### src/rtl/servo_cmd_input_pkg.sv
// Shared definitions for the servo command front end: debounce state encoding,
// tick rate and a counter-width helper.
package servo_pkg;

    localparam int CLK_TICK_HZ = 10000;

    typedef enum logic [1:0] {
        IDLE  = 2'd0,
        ARM_P = 2'd1,
        HELD  = 2'd2,
        ARM_R = 2'd3
    } deb_state_t;

    // One spare bit above the width needed for the largest count.
    function automatic int cnt_width(input int max_count);
        return $clog2(max_count) + 1;
    endfunction

endpackage

### src/rtl/servo_cmd_input_if.sv
// Button inputs and servo/display outputs of the command front end.
interface servo_cmd_input_if;

    logic       btn_vel;
    logic       btn_en;
    logic       vel;
    logic       enable;
    logic [2:0] speed_level;
    logic       vel_held;

    modport master (
        output btn_vel,
        output btn_en,
        input  vel,
        input  enable,
        input  speed_level,
        input  vel_held
    );

    modport slave (
        input  btn_vel,
        input  btn_en,
        output vel,
        output enable,
        output speed_level,
        output vel_held
    );

endinterface

### src/rtl/servo_cmd_input_btn_debounce.sv
// Synchroniser plus debounce FSM for one raw push-button. Emits a one-cycle
// press strobe on an accepted press; releases are accepted silently.
module btn_debounce
    import servo_pkg::*;
#(
    parameter int SYNC_STAGES    = 2,
    parameter int DEBOUNCE_TICKS = 200
) (
    input  logic       clk_10KHz,
    input  logic       reset,
    input  logic       raw,
    output logic       press,
    output logic       held,
    output deb_state_t state
);

    localparam int             CW    = cnt_width(DEBOUNCE_TICKS);
    localparam logic [CW-1:0]  TICKS = CW'(DEBOUNCE_TICKS);

    logic [SYNC_STAGES-1:0] sync_q;
    logic                   s;
    deb_state_t             state_q;
    deb_state_t             state_d;
    logic [CW-1:0]          cnt_q;
    logic [CW-1:0]          cnt_d;

    always_ff @(posedge clk_10KHz or posedge reset) begin
        if (reset) begin
            sync_q <= '0;
        end else begin
            sync_q <= {sync_q[SYNC_STAGES-2:0], raw};
        end
    end

    assign s = sync_q[SYNC_STAGES-1];

    always_ff @(posedge clk_10KHz or posedge reset) begin
        if (reset) begin
            state_q <= IDLE;
            cnt_q   <= '0;
        end else begin
            state_q <= state_d;
            cnt_q   <= cnt_d;
        end
    end

    // A level must survive DEBOUNCE_TICKS consecutive cycles; any reversal
    // drops back to the previous stable state with the counter cleared.
    always_comb begin
        state_d = state_q;
        cnt_d   = cnt_q;
        case (state_q)
            IDLE: begin
                if (s) begin
                    state_d = ARM_P;
                    cnt_d   = CW'(1);
                end
            end
            ARM_P: begin
                if (!s) begin
                    state_d = IDLE;
                    cnt_d   = '0;
                end else if (cnt_q == TICKS) begin
                    state_d = HELD;
                    cnt_d   = '0;
                end else begin
                    cnt_d = cnt_q + 1'b1;
                end
            end
            HELD: begin
                if (!s) begin
                    state_d = ARM_R;
                    cnt_d   = CW'(1);
                end
            end
            ARM_R: begin
                if (s) begin
                    state_d = HELD;
                    cnt_d   = '0;
                end else if (cnt_q == TICKS) begin
                    state_d = IDLE;
                    cnt_d   = '0;
                end else begin
                    cnt_d = cnt_q + 1'b1;
                end
            end
            default: begin
                state_d = IDLE;
                cnt_d   = '0;
            end
        endcase
    end

    always_comb begin
        press = (state_q == ARM_P) && s && (cnt_q == TICKS);
        held  = (state_q == HELD) || (state_q == ARM_R);
        state = state_q;
    end

endmodule

### src/rtl/servo_cmd_input.sv
// Servo command front end: debounced speed button with auto-repeat, enable
// toggle, and a 3-bit shadow of the accepted speed steps.
module servo_cmd_input
    import servo_pkg::*;
#(
    parameter int SYNC_STAGES    = 2,
    parameter int DEBOUNCE_TICKS = 200,
    parameter int REPEAT_DELAY   = 5000,
    parameter int REPEAT_PERIOD  = 2500
) (
    input  logic                clk_10KHz,
    input  logic                reset,
    servo_cmd_input_if.slave    bus
);

    localparam int            HW     = cnt_width(REPEAT_DELAY);
    localparam int            PW     = cnt_width(REPEAT_PERIOD);
    localparam logic [HW-1:0] DELAY  = HW'(REPEAT_DELAY);
    localparam logic [PW-1:0] PERIOD = PW'(REPEAT_PERIOD - 1);

    logic       vel_press;
    logic       vel_held;
    deb_state_t vel_state;
    logic       en_press;
    logic       en_held;
    deb_state_t en_state;
    logic       en_unused;

    logic [HW-1:0] hold_q;
    logic [PW-1:0] per_q;
    logic          repeat_hit;
    logic          step_d;
    logic          vel_q;
    logic          enable_q;
    logic [2:0]    speed_q;

    btn_debounce #(
        .SYNC_STAGES    (SYNC_STAGES),
        .DEBOUNCE_TICKS (DEBOUNCE_TICKS)
    ) u_vel_deb (
        .clk_10KHz (clk_10KHz),
        .reset     (reset),
        .raw       (bus.btn_vel),
        .press     (vel_press),
        .held      (vel_held),
        .state     (vel_state)
    );

    btn_debounce #(
        .SYNC_STAGES    (SYNC_STAGES),
        .DEBOUNCE_TICKS (DEBOUNCE_TICKS)
    ) u_en_deb (
        .clk_10KHz (clk_10KHz),
        .reset     (reset),
        .raw       (bus.btn_en),
        .press     (en_press),
        .held      (en_held),
        .state     (en_state)
    );

    assign en_unused = en_held ^ (en_state == ARM_R);

    // The hold counter starts at 1 on the press edge so the first repeat lands
    // exactly REPEAT_DELAY cycles after the press pulse. Once it saturates at
    // REPEAT_DELAY the period counter takes over; ARM_R freezes both.
    always_ff @(posedge clk_10KHz or posedge reset) begin
        if (reset) begin
            hold_q <= '0;
            per_q  <= '0;
        end else if (vel_press) begin
            hold_q <= HW'(1);
            per_q  <= '0;
        end else if (vel_state == HELD) begin
            if (hold_q != DELAY) begin
                hold_q <= hold_q + 1'b1;
            end else if (per_q == PERIOD) begin
                per_q <= '0;
            end else begin
                per_q <= per_q + 1'b1;
            end
        end else if (vel_state != ARM_R) begin
            hold_q <= '0;
            per_q  <= '0;
        end
    end

    assign repeat_hit = (vel_state == HELD) && (hold_q == DELAY) && (per_q == '0);
    assign step_d     = (vel_press || repeat_hit) && !vel_q;

    // speed_level samples the enable value from before any same-cycle toggle.
    always_ff @(posedge clk_10KHz or posedge reset) begin
        if (reset) begin
            vel_q    <= 1'b0;
            enable_q <= 1'b0;
            speed_q  <= '0;
        end else begin
            vel_q    <= step_d;
            enable_q <= enable_q ^ en_press;
            speed_q  <= speed_q + 3'(step_d && enable_q);
        end
    end

    assign bus.vel         = vel_q;
    assign bus.enable      = enable_q;
    assign bus.speed_level = speed_q;
    assign bus.vel_held    = vel_held;

endmodule

### src/flat_wrapper.sv
// flat-port wrapper written by rule: the top's interface ports become plain ports
module servo_cmd_input_flat import servo_pkg::*;
#(
    parameter int SYNC_STAGES    = 2,
    parameter int DEBOUNCE_TICKS = 200,
    parameter int REPEAT_DELAY   = 5000,
    parameter int REPEAT_PERIOD  = 2500
)
  (clk_10KHz, reset, bus_btn_vel, bus_btn_en, bus_vel, bus_enable, bus_speed_level, bus_vel_held);
  servo_cmd_input_if bus_i ();
  input  logic clk_10KHz;
  input  logic reset;
  input wire logic [$bits(bus_i.btn_vel)-1:0] bus_btn_vel;
  input wire logic [$bits(bus_i.btn_en)-1:0] bus_btn_en;
  output wire logic [$bits(bus_i.vel)-1:0] bus_vel;
  output wire logic [$bits(bus_i.enable)-1:0] bus_enable;
  output wire logic [$bits(bus_i.speed_level)-1:0] bus_speed_level;
  output wire logic [$bits(bus_i.vel_held)-1:0] bus_vel_held;
  assign bus_i.btn_vel = bus_btn_vel;
  assign bus_i.btn_en = bus_btn_en;
  assign bus_vel = bus_i.vel;
  assign bus_enable = bus_i.enable;
  assign bus_speed_level = bus_i.speed_level;
  assign bus_vel_held = bus_i.vel_held;
  servo_cmd_input #(.SYNC_STAGES(SYNC_STAGES), .DEBOUNCE_TICKS(DEBOUNCE_TICKS), .REPEAT_DELAY(REPEAT_DELAY), .REPEAT_PERIOD(REPEAT_PERIOD)) u_core (.clk_10KHz(clk_10KHz), .reset(reset), .bus(bus_i));
endmodule
### config.mk
export PLATFORM = sky130hd
export DESIGN_NAME = servo_cmd_input_flat
export DESIGN_NICKNAME = d
export VERILOG_FILES = /design/src/rtl/servo_cmd_input_pkg.sv /design/src/rtl/servo_cmd_input_if.sv /design/src/rtl/servo_cmd_input_btn_debounce.sv /design/src/rtl/servo_cmd_input.sv /design/src/flat_wrapper.sv
export SDC_FILE = /design/constraint.sdc
export NUM_CORES = 1
export LEC_CHECK = 0
export ABC_AREA = 1
export CAP_MARGIN = 10
export CELL_PAD_IN_SITES_DETAIL_PLACEMENT = 1
export CELL_PAD_IN_SITES_GLOBAL_PLACEMENT = 1
export CORE_ASPECT_RATIO = 2
export CORE_MARGIN = 8
export CORE_UTILIZATION = 43
export DETAILED_ROUTE_END_ITERATION = 12
export PLACE_DENSITY = 0.72
export SYNTH_ARGS = -nofsm -noshare
export SYNTH_HDL_FRONTEND = slang
export SYNTH_HIERARCHICAL = 1
export SYNTH_SLANG_ARGS = --single-unit
### constraint.sdc
create_clock -name clk_10KHz -period 3.3 [get_ports clk_10KHz]
set_input_delay 0.33 -clock clk_10KHz [delete_from_list [all_inputs] [get_ports clk_10KHz]]
set_output_delay 0.33 -clock clk_10KHz [all_outputs]
set_load 0.02 [all_outputs]
---- Word level (Yosys, flattened, before mapping) ----
Cells that the tools add are included.
storage, ports and cells
  flip-flop bits (word level) ............. 58
  input bits .............................. 4
  output and inout port bits .............. 6
  logic and storage cells ................. 95
operators by class
  $add $sub $neg .......................... 5
  equal/unequal tests ..................... 22
  muxes and demuxes ....................... 35
  bitwise operators ....................... 1
  reductions and logical operators ........ 21
operators by type and width
  kind                     number
  $mux W9                  10
  $pmux W9 S4              2
  $mux W13                 5
  $mux W14                 4
  $mux W2                  12
  $add A9 B1 Y9 const B    2
  $eq A9 B8 Y1 const B     2
  $pmux W2 S4              2
  $add A14 B1 Y14 const B  1
  $eq A14 B13 Y1 const B   1
  $ne A14 B13 Y1 const B   1
  $add A13 B1 Y13 const B  1
  $eq A13 B12 Y1 const B   1
  $logic_not A13 Y1        1
  $ne A3 B3 Y1 const B     4
  $ne A2 B2 Y1 const B     5
  $eq A2 B2 Y1 const B     4
  $logic_and A1 B1 Y1      8
  $reduce_and A2 Y1        4
  $reduce_and A4 Y1        2
  $eq A2 B1 Y1 const B     2
  $logic_not A2 Y1         2
  $add A3 B1 Y3            1
  $ne A3 B1 Y1 const B     1
  other kinds (5)          6

---- Longest topological paths before layout ----
  word-level depth ........................ 7
  mapped depth ............................ 13
  depth with buffers taken out ............ 13

---- Cells and area by module ----
The synthesis kept the hierarchy.
by module, submodules not included
  module           times used  cells each  area each (um^2)  sequential area each (um^2)
  servo_cmd_input  1           308         2170.8            800.8
  btn_debounce     2           109         775.7             325.3

---- Least setup slack after synthesis ----
OpenSTA, ideal clock, no wires.
  path type ............................... reg2reg
  from .................................... register u_core.u_vel_deb.cnt_q[1]
  to ...................................... register u_core.speed_q[2], in the netlist u_core/bus.speed_level[2]
  library setup time ...................... 0.079 ns
  data arrival time ....................... 2.011 ns
  data required time ...................... 3.221 ns
  setup slack ............................. 1.210 ns
  stages on the path, launching flop included .. 14
  period minus slack after synthesis ...... 2.090 ns
  cell sequence ........................... dfrtp_1 -> inv_1 -> ha_1 -> nand2_1 -> inv_1 -> nand2_1 -> nor3_1 -> inv_1 -> nand2_1 -> nand2_1 -> nor2_1 -> ha_1 -> ha_1 -> xor2_1
on the way
  cells in the longest elaborated chain, start to end .. 6
RTL lines
  what                    line                                RTL
  from (decl)             servo_cmd_input_btn_debounce.sv:24  logic [CW-1:0] cnt_q;
  from (signal assigned)  servo_cmd_input_btn_debounce.sv:43  cnt_q <= cnt_d;
  $eq A9 B8 Y1            servo_cmd_input_btn_debounce.sv:95  press = (state_q == ARM_P) && s && (cnt_q == TICKS);
  $logic_and A1 B1 Y1     servo_cmd_input_btn_debounce.sv:95
  via u_core.vel_press    servo_cmd_input.sv:21               logic vel_press;
  $logic_or A1 B1 Y1      servo_cmd_input.sv:88               assign step_d = (vel_press || repeat_hit) && !vel_q;
  $logic_and A1 B1 Y1     servo_cmd_input.sv:88
  $logic_and A1 B1 Y1     servo_cmd_input.sv:99               speed_q <= speed_q + 3'(step_d && enable_q);
  $add A3 B1 Y3           servo_cmd_input.sv:99
  to (signal assigned)    servo_cmd_input.sv:99
  to (decl)               servo_cmd_input.sv:35               logic [2:0] speed_q;
The timed path passes the listed nets, and every way through them passes these cells.
A chain may end at the register's enable or synchronous reset.

---- Final worst setup path ----
Same ends and word-level chain as after synthesis.

==> impl_metrics.py <==
metrics = {
    "status": {
        "status": "complete, no violations",
    },
    "finish": {
        "nets": 554,
        "stdcell_area_sq_mm": 0.00418,
        "final_layout_size_suffix_gt1_share_pct": 10.8,
        "area_delta_synth_final_pct": 12.3,
        "diodes": 0,
    },
    "timing": {
        "rsz0062_at_grt": "no",
        "slew-limit-headroom_pct": 53.0,
        "fin_skew_ns": 0.00454,
        "fin_crit_ns": 2.35,
        "tns_ns": 0,
        "worst_pin_slew_ns": 0.701,
        "slew_violations": 0,
        "fmax_ghz": 0.426,
        "final_hold_viol_count": 0,
        "finalSetupViolations": 0,
        "min_period_over_period_pct": 71.1,
        "worst_slack_ns": 0.955,
    },
    "drt": {
        "final_antenna_net_count": 0,
        "vias": 3553,
        "drt_pass1_iterations": 4,
        "drc_errors": 0,
        "routed_wl_microns": 10900,
        "routed_via_density": 5.52,
        "drt_iter0_drc": 129,
        "post_drt_wl_per_cell_microns": 17.0,
    },
    "clock_tree": {
        "ctsHoldBuffers": 0,
        "cts_setup_buffers": 0,
        "htreeDepth": 3,
        "ctsResizeCount": 0,
        "cts.clk_slew.worst_paths_ns": 0.05,
        "numCtsBuffers": 9,
        "clk_latency_ns": 0.33,
        "clockRootBuffer": "clkbuf_16",
        "cts_tree": "built",
        "clock_sink_count": 58,
        "cts.path.max_buffers": 2,
    },
    "worst_setup_path": {
        "crit_end": "u_core/bus.speed_level[2]",
        "cp.required_ns": 3.55,
        "start_kind": "register",
        "critPathBufInv": 3,
        "worstPathArrival_ns": 2.59,
        "cp-startpoint": "u_core/u_vel_deb/cnt_q[1]",
        "slowest_stage": "nor3_1",
        "critical_path.max_fanout": 3,
        "crit_family": "simple AND/OR/NAND/NOR gates",
        "crit_chain": "inv_1 > ha_1 > nand2_1 > inv_1 > nand2_1 > nor3_1 > inv_1 > nand2_1 > nand2_1 > nor2_1 > ha_1 > ha_1 > xor2_1",
        "worstReg2RegEnd": "u_core/bus.speed_level[2]",
        "cp-end-kind": "register",
        "cp.depth": 13,
        "worstSetupPathType": "reg -> reg",
        "rrSetupSlack_ns": 0.95,
        "reg2reg_from": "u_core/u_vel_deb/cnt_q[1]",
        "ff2ff_path_depth": 13,
        "path_common_cell": "nand2_1",
        "max_stage_delay_ns": 0.50,
    },
    "yosys": {
        "synth.net_count": 539,
        "synthesis.area_sq_mm": 0.00372,
        "synth_cells": 525,
        "avgSynthCellArea_sq_um": 7.08,
        "yosys_warnings": 6,
    },
    "place": {
        "port_buffers": 9,
        "place_ws_ns": 0.964,
        "dp_hpwl_microns": 8550,
        "post_dp_cell_area_sq_mm": 0.00388,
        "gp_congestion": 0.887,
    },
    "pwr": {
        "power_frac_seq_pct": 34.8,
        "switching_share_pct": 37.1,
        "netSwitchingPower_w": 0.000929,
        "ir_drop_mv": 0.345,
        "leakage_nw": 1.97,
        "p_clk_share_pct": 35.7,
        "comb_power_share_pct": 29.5,
        "powerDensity_mw_per_mm2": 600,
        "p_int_w": 0.00158,
    },
    "floorplanning": {
        "die-width_microns": 81.8,
        "rows": 48,
        "pin_count": 10,
        "dieArea_sq_mm": 0.0121,
        "core_area_sq_mm": 0.00853,
        "start_util_pct": 43.6,
        "die_h_microns": 148,
    },
    "global_route": {
        "grt_max_degree": 33,
        "use_met1_pct": 16.9,
        "grt_busiest_layer": "met2",
        "grt_use_met3_pct": 2.86,
        "grt_pass1_vias": 3894,
        "grtUsageMet2_pct": 38.9,
        "grt_pass1_wl_microns": 18400,
        "antenna_found_initial": 0,
        "overflow": 0,
        "grt_usage_pct": 19.7,
    },
    "hold_path": {
        "hp-class": "reg -> reg",
    },
    "job": {
        "drv_cap": 0,
    },
}
==> placed cells by master (no fill, tap or decap), drive strengths merged <==
master	instances
o21ai	33
o21bai	3
nor3	12
a21oi	6
xnor2	2
o22ai	4
dfrtp	58
nor2	69
buf	2
clkdlybuf4s50	9
inv	84
clkbuf	13
nand4	24
xor2	5
nand3	55
nand2	153
clkinv	2
ha	10
==> metrics by stage <==
stage                     std cells  utilization, %  hold slack (ns)  power (W)
after floorplan                 525               -            0.207    0.00143
after global placement          629            45.6            0.335    0.00160
after detailed placement        629            45.6            0.344    0.00163
after CTS                       644            49.0            0.356    0.00254
after global routing            644            49.0            0.364    0.00266
final                           644            49.0            0.350    0.00251
==> flip-flops by register name (all words and copies together), names as in the netlist, named ones only <==
| register | flops |
|---|---|
| u_core/u_en_deb/cnt_q | 9 |
| u_core/u_en_deb/state | 1 |
| u_core/u_vel_deb/cnt_q | 9 |
| u_core/bus.speed_level | 3 |
| u_core/u_en_deb/sync_q | 2 |
| u_core/bus.enable | 1 |
| u_core/u_vel_deb/state | 1 |
| u_core/bus.vel | 1 |
| u_core/hold_q | 14 |
| u_core/per_q | 13 |
| u_core/u_vel_deb/sync_q | 2 |
==> power by group through the flow <==
stage	Clock (W)	Sequential, W	Combinational, W
5_1_grt	0.000942	0.000888	0.000829
2_1_floorplan	0	0.000860	0.000574
3_3_place_gp	0	0.000879	0.000726
3_5_place_dp	0	0.000885	0.000744
6_report	0.000894	0.000873	0.000739
4_1_cts	0.000914	0.000874	0.000756
==> routing by layer <==
metal,part of all wire (%),vias up,wire [microns]
met2,62,45,6750
li1,-,1709,-
met4,4.8,0,522
met3,1.5,29,167
met5,0,-,0
met1,32,1770,3480
==> worst min-delay path by stage <==
stage,cells past startpoint,startpoint,to
floorplan,1,reset,asynchronous set/reset pin
global placement,0,u_core/u_en_deb/sync_q[0],u_core/u_en_deb/sync_q[1]
detailed placement,0,u_core/u_en_deb/sync_q[0],u_core/u_en_deb/sync_q[1]
finish,0,u_core/u_en_deb/sync_q[0],u_core/u_en_deb/sync_q[1]
CTS,0,u_core/u_en_deb/sync_q[0],u_core/u_en_deb/sync_q[1]
global route,0,u_core/u_en_deb/sync_q[0],u_core/u_en_deb/sync_q[1]
==> cell type report <==
cell class / instances / area [sq um]
Sequential cell: 58 / 1450
Timing Repair Buffer: 11 / 105
Inverter: 84 / 315
Clock buffer: 13 / 280
Tap cell: 100 / 125
Fill cell: 1154 / 4350
Multi-Input combinational cell: 376 / 1890
Clock inverter: 2 / 10.0
No activity file was read; power rests on OpenSTA's default activity.
